<file path="src/rtl/step_pulse_gen.sv">
// Synthetic step source: evenly spaced one-cycle step pulses at a mode-selected
// rate, a one-second timebase tick, and the pulse tally of the last second.
// The rate is only reloaded on second boundaries, so each completed second
// holds exactly the scheduled number of pulses.
module step_pulse_gen #(
    parameter int unsigned CLK_HZ = 100_000_000
) (
    input  logic        clk,
    input  logic        reset,
    input  logic        start,
    input  logic [1:0]  mode,
    output logic        step_pulse,
    output logic        sec_tick,
    output logic [7:0]  steps_last_sec,
    output logic [15:0] elapsed_sec,
    output logic        running
);

    typedef enum logic {
        IDLE,
        RUN
    } stateT;

    stateT       state;
    logic [31:0] acc;        // phase accumulator, always below CLK_HZ
    logic [31:0] cycleCnt;   // RUN cycles already completed in this second
    logic [7:0]  rate;       // steps per second latched for this second
    logic [7:0]  tally;      // pulses issued so far in this second

    logic [31:0] accSum;
    logic        pulseNow;
    logic        lastCycle;
    logic [15:0] elapsedNext;

    // Hybrid schedule, indexed by the seconds count at load time.
    function automatic logic [7:0] hybridRate(input logic [15:0] s);
        logic [7:0] r;
        r = 8'd0;
        if (s <= 16'd8) begin
            case (s[3:0])
                4'd0:    r = 8'd20;
                4'd1:    r = 8'd33;
                4'd2:    r = 8'd66;
                4'd3:    r = 8'd27;
                4'd4:    r = 8'd70;
                4'd5:    r = 8'd30;
                4'd6:    r = 8'd19;
                4'd7:    r = 8'd30;
                default: r = 8'd33;
            endcase
        end else if (s <= 16'd72) begin
            r = 8'd69;
        end else if (s <= 16'd78) begin
            r = 8'd34;
        end else if (s <= 16'd143) begin
            r = 8'd124;
        end
        return r;
    endfunction

    function automatic logic [7:0] rateFor(input logic [1:0] m, input logic [15:0] s);
        logic [7:0] r;
        case (m)
            2'd0:    r = 8'd32;
            2'd1:    r = 8'd64;
            2'd2:    r = 8'd128;
            default: r = hybridRate(s);
        endcase
        return r;
    endfunction

    assign accSum      = acc + {24'd0, rate};
    assign pulseNow    = (accSum >= CLK_HZ);
    assign lastCycle   = (cycleCnt == 32'(CLK_HZ - 1));
    assign elapsedNext = (elapsed_sec == 16'hFFFF) ? elapsed_sec : elapsed_sec + 16'd1;

    // IDLE/RUN control, phase accumulation and second bookkeeping.
    always_ff @(posedge clk) begin
        // NOTE: reset and a low start share one clearing path, so a mid-run
        // reset and a start drop leave identical state behind.
        if (reset || !start) begin
            state          <= IDLE;
            acc            <= '0;
            cycleCnt       <= '0;
            rate           <= '0;
            tally          <= '0;
            step_pulse     <= 1'b0;
            sec_tick       <= 1'b0;
            steps_last_sec <= '0;
            elapsed_sec    <= '0;
            running        <= 1'b0;
        end else if (state == IDLE) begin
            state   <= RUN;
            running <= 1'b1;
            rate    <= rateFor(mode, 16'd0);
        end else begin
            step_pulse <= pulseNow;
            if (lastCycle) begin
                // Closing edge of the second: the pulse on this edge still
                // belongs to the ending second.
                sec_tick       <= 1'b1;
                steps_last_sec <= tally + 8'(pulseNow);
                tally          <= '0;
                elapsed_sec    <= elapsedNext;
                rate           <= rateFor(mode, elapsedNext);
                acc            <= '0;
                cycleCnt       <= '0;
            end else begin
                sec_tick <= 1'b0;
                tally    <= tally + 8'(pulseNow);
                cycleCnt <= cycleCnt + 32'd1;
                acc      <= pulseNow ? accSum - 32'(CLK_HZ) : accSum;
            end
        end
    end

    // The latched rate must stay below CLK_HZ or the accumulator overruns.
    always_ff @(posedge clk) begin
        if (!reset && state == RUN) begin
            assert (32'(rate) < CLK_HZ);
        end
    end

endmodule

</file>
<file path="config.mk">
export PLATFORM = sky130hd
export DESIGN_NAME = step_pulse_gen
export DESIGN_NICKNAME = d
export VERILOG_FILES = /design/src/rtl/step_pulse_gen.sv
export SDC_FILE = /design/constraint.sdc
export NUM_CORES = 1
export LEC_CHECK = 0
export ABC_AREA = 1
export CAP_MARGIN = 0
export CORE_UTILIZATION = 62
export DETAILED_ROUTE_END_ITERATION = 8
export PLACE_DENSITY = 0.81
export SETUP_SLACK_MARGIN = 0.02
export SYNTH_ARGS = -nofsm -noshare
export SYNTH_HDL_FRONTEND = slang
export SYNTH_SLANG_ARGS = --single-unit
</file>
<file path="constraint.sdc">
create_clock -name clk -period 4.6 [get_ports clk]
set_input_delay 0.69 -clock clk [delete_from_list [all_inputs] [get_ports clk]]
set_output_delay 0.69 -clock clk [all_outputs]
set_load 0.02 [all_outputs]
</file>
==> results.cfg <==
[placement]
dp_slack_ns = 0.5996
dp_hpwl_um = 15270
port_buffers = 31
place_area_mm2 = 0.008175
place_congestion = 0.9774

[floorplan]
dieArea_mm2 = 0.01294
chipHeight_um = 113.8
core_mm2 = 0.01211
start_util_pct = 63.93
dieWidth_um = 113.8
fp-row-count = 40
io_pins = 32

[worst_setup_path]
startpoint = acc[0]$_SDFFE_PN0P_
reg2reg_from = acc[0]$_SDFFE_PN0P_
required_ns = 4.88
path_class = reg -> reg
startpoint_type = flop
critPathMaxFanout = 8
end_kind = flop
cp_data_arrival_time_ns = 4.38

[global_route]
grt_max_degree = 47
grt_pass1_wl_um = 33700
first_global_vias = 7232
grt_usage_pct = 32.45
antenna_found_initial = 0
gr-total-overflow = 0

[clock_tree]
hold_buffers = 0
clockBufferDepth = 2
cts_root_buffer = clkbuf_16
cts-resized-gates = 0
cts.clk_slew.worst_paths_ns = 0.07
cts_buffers = 9
postCtsSetupBuffers = 0
cts_tree = built
htreeDepth = 3
insertion_delay_ns = 0.36
cts_sinks = 108

[route]
drcViolationCount = 0
dr.first_iter.drc_count = 713
post_drt_wl_per_cell_um = 13.85
finalWirelength_um = 20620
vias = 8232
via_per_inst = 5.529
ant_nets = 0
dr.pass1.iters = 5

[power]
power.density_mw_per_mm2 = 221.4
power_leakage_nw = 3.534
vdd_drop_max_v = 0.0002607
finalPower_mw = 1.884

[job]
maxCapViolCount = 0

[synth]
syn_inst = 1295
synth.top_cell.area_share_pct = 27.93
ys.flop_type = dfxtp_1
ys_warn_count = 0
synthTopCellsByArea = dfxtp_1 28%, nand2_1 20%, nand3_1 8.3%
syn_area_per_cell_um2 = 5.979
synth_seq_area_share_pct = 27.93
syn_area_mm2 = 0.007742
synth_top_area_cell = dfxtp_1
synth-seq-cells = 108
yosysUniqueCellTypes = 48
synth-async-reset-ratio_pct = 0
syn-num-nets = 1320
synth-edff-count = 0

[sta]
relSlewSlack_pct = 42.07
rsz0062_at_grt = no
maxSlewViolCount = 0
setup_viol = 0
final.setup.tns_ns = 0
fin_crit_sh_pct = 89.18
setup_ws_ns = 0.4978
finClkSkew_ns = 0.009451
period_minus_slack_ns = 4.102
tightest_slew_ns = 0.8611
finalHoldViolations = 0
timing.fmax_ghz = 0.2438

[finish]
area_delta_synth_final_pct = 9.906
antennaDiodeCount = 0
multi_input_comb_area_mm2 = 0.004807
nNetsFinal = 1341
fillerInstances = 1161
drive_gt1_share_pct = 5.678
seq_area_mm2 = 0.002162
final_cell_area_mm2 = 0.008509

[hold_path]
hp-start = cycleCnt[7]$_SDFFE_PN0P_
min_path_type = reg -> reg

[outcome]
run_status = complete, no violations
## synth_stat cells, types with 12 or more instances
master	number
nand3_1	129
nor4_1	15
clkbuf_1	17
xor2_1	12
a21oi_1	77
inv_1	165
nor3_1	19
nor2_1	132
dfxtp_1	108
nand2_2	14
ha_1	19
o21ai_0	40
nand4_1	28
nand2_1	417
## state kept, by name, summed over array words and instances (netlist names), 8 cells and up
name,cells
rate,8
cycleCnt,32
steps_last_sec,8
elapsed_sec,16
acc,32
tally,8
## stage by stage
stage	util [%]	std cells	hold slack [ns]
after floorplan	-	1295	0.4338
after CTS	70.26	1489	0.4629
after global routing	70.26	1489	0.4864
final	70.26	1489	0.4657
after detailed placement	67.50	1473	0.4489
after global placement	67.50	1473	0.4449
## cell families (layout without fill, tap and decap cells)
kind of cell / after synthesis / in the layout / share of synthesized area [%]
adders and majority gates: 20 / 20 / 3.329
xor gates and xnor gates: 17 / 17 / 1.923
AOI/OAI and AO/OA: 155 / 155 / 11.09
DFF: 108 / 108 / 27.92
and+or+nand+nor: 797 / 797 / 45.65
buffers and inverters: 198 / 224 / 10.08
## layer usage
metal | up-vias | share of wire, % | GRT usage [%]
met5 | - | 0 | 0
met3 | 41 | 6.2 | 4.463
met4 | 0 | 2.5 | 11.40
li1 | 4232 | - | -
met2 | 266 | 46 | 55.00
met1 | 3693 | 46 | 42.21
## report_power, final
part	switching (mW)	internal [mW]
registers	0.00384	0.938
clock network	0.391	0.491
logic	0.0454	0.0161
## cell usage in the layout, fill, tap and decap left out, types with 4 or more instances in the layout
| cell | Yosys | final |
|---|---|---|
| buf_4 | 2 | 5 |
| nor3b_1 | 4 | 4 |
| o21ai_1 | 4 | 4 |
| o21ai_0 | 40 | 40 |
| nand2_1 | 417 | 417 |
| nor4_1 | 15 | 15 |
| xnor2_1 | 5 | 5 |
| nand4_1 | 28 | 28 |
| ha_1 | 19 | 19 |
| nor3_1 | 19 | 19 |
| inv_1 | 165 | 165 |
| a21oi_1 | 77 | 77 |
| o21a_1 | 4 | 4 |
| o22ai_1 | 11 | 11 |
| nand3_1 | 129 | 129 |
| nand2_2 | 14 | 14 |
| inv_2 | 5 | 5 |
| dfxtp_1 | 108 | 108 |
| xor2_1 | 12 | 12 |
| clkdlybuf4s50_1 | 0 | 31 |
| nor2_2 | 10 | 10 |
| nand3_2 | 6 | 6 |
| nor2_4 | 8 | 9 |
| nand3b_1 | 7 | 7 |
| clkbuf_16 | 0 | 9 |
| nor2_1 | 132 | 131 |
## critical path, cell delays in order (launching register included)
cell and delay [ns]:
dfxtp_1 0.32, ha_1 0.26, fa_1 0.44, nand2_1 0.10, nand2_1 0.07, nand3_1 0.10, nand2_2 0.13, xor2_1 0.36
ha_1 0.23, nand3b_1 0.08, nor2_1 0.11, nand3_1 0.08, nor2_1 0.09, nand2_1 0.06, nor2_1 0.10, nand2_1 0.06
nand2_1 0.11, nand3_4 0.12, nand3_2 0.09, ha_1 0.19, ha_1 0.20, nand3_1 0.13, nor3_1 0.22, or2_2 0.16
nand3_1 0.08, o21ai_0 0.16
## path summary, 6_finish.rpt
check,endpoint,slack (ns),depth (start not counted)
max,tally[6]$_SDFFE_PN0P_,0.50,25
min,cycleCnt[7]$_SDFFE_PN0P_,0.47,2
max reg2reg,tally[6]$_SDFFE_PN0P_,0.50,25
min reg2reg,cycleCnt[7]$_SDFFE_PN0P_,0.47,2
## cell type report
class | instances | share of cell area (%)
Clock inverter | 6 | 1.235
Clock buffer | 10 | 2.691
Tap cell | 168 | 2.470
Multi-Input combinational cell | 989 | 56.49
Inverter | 172 | 7.617
Timing Repair Buffer | 36 | 4.088
Sequential cell | 108 | 25.41
No activity file was read; power rests on OpenSTA's default activity.
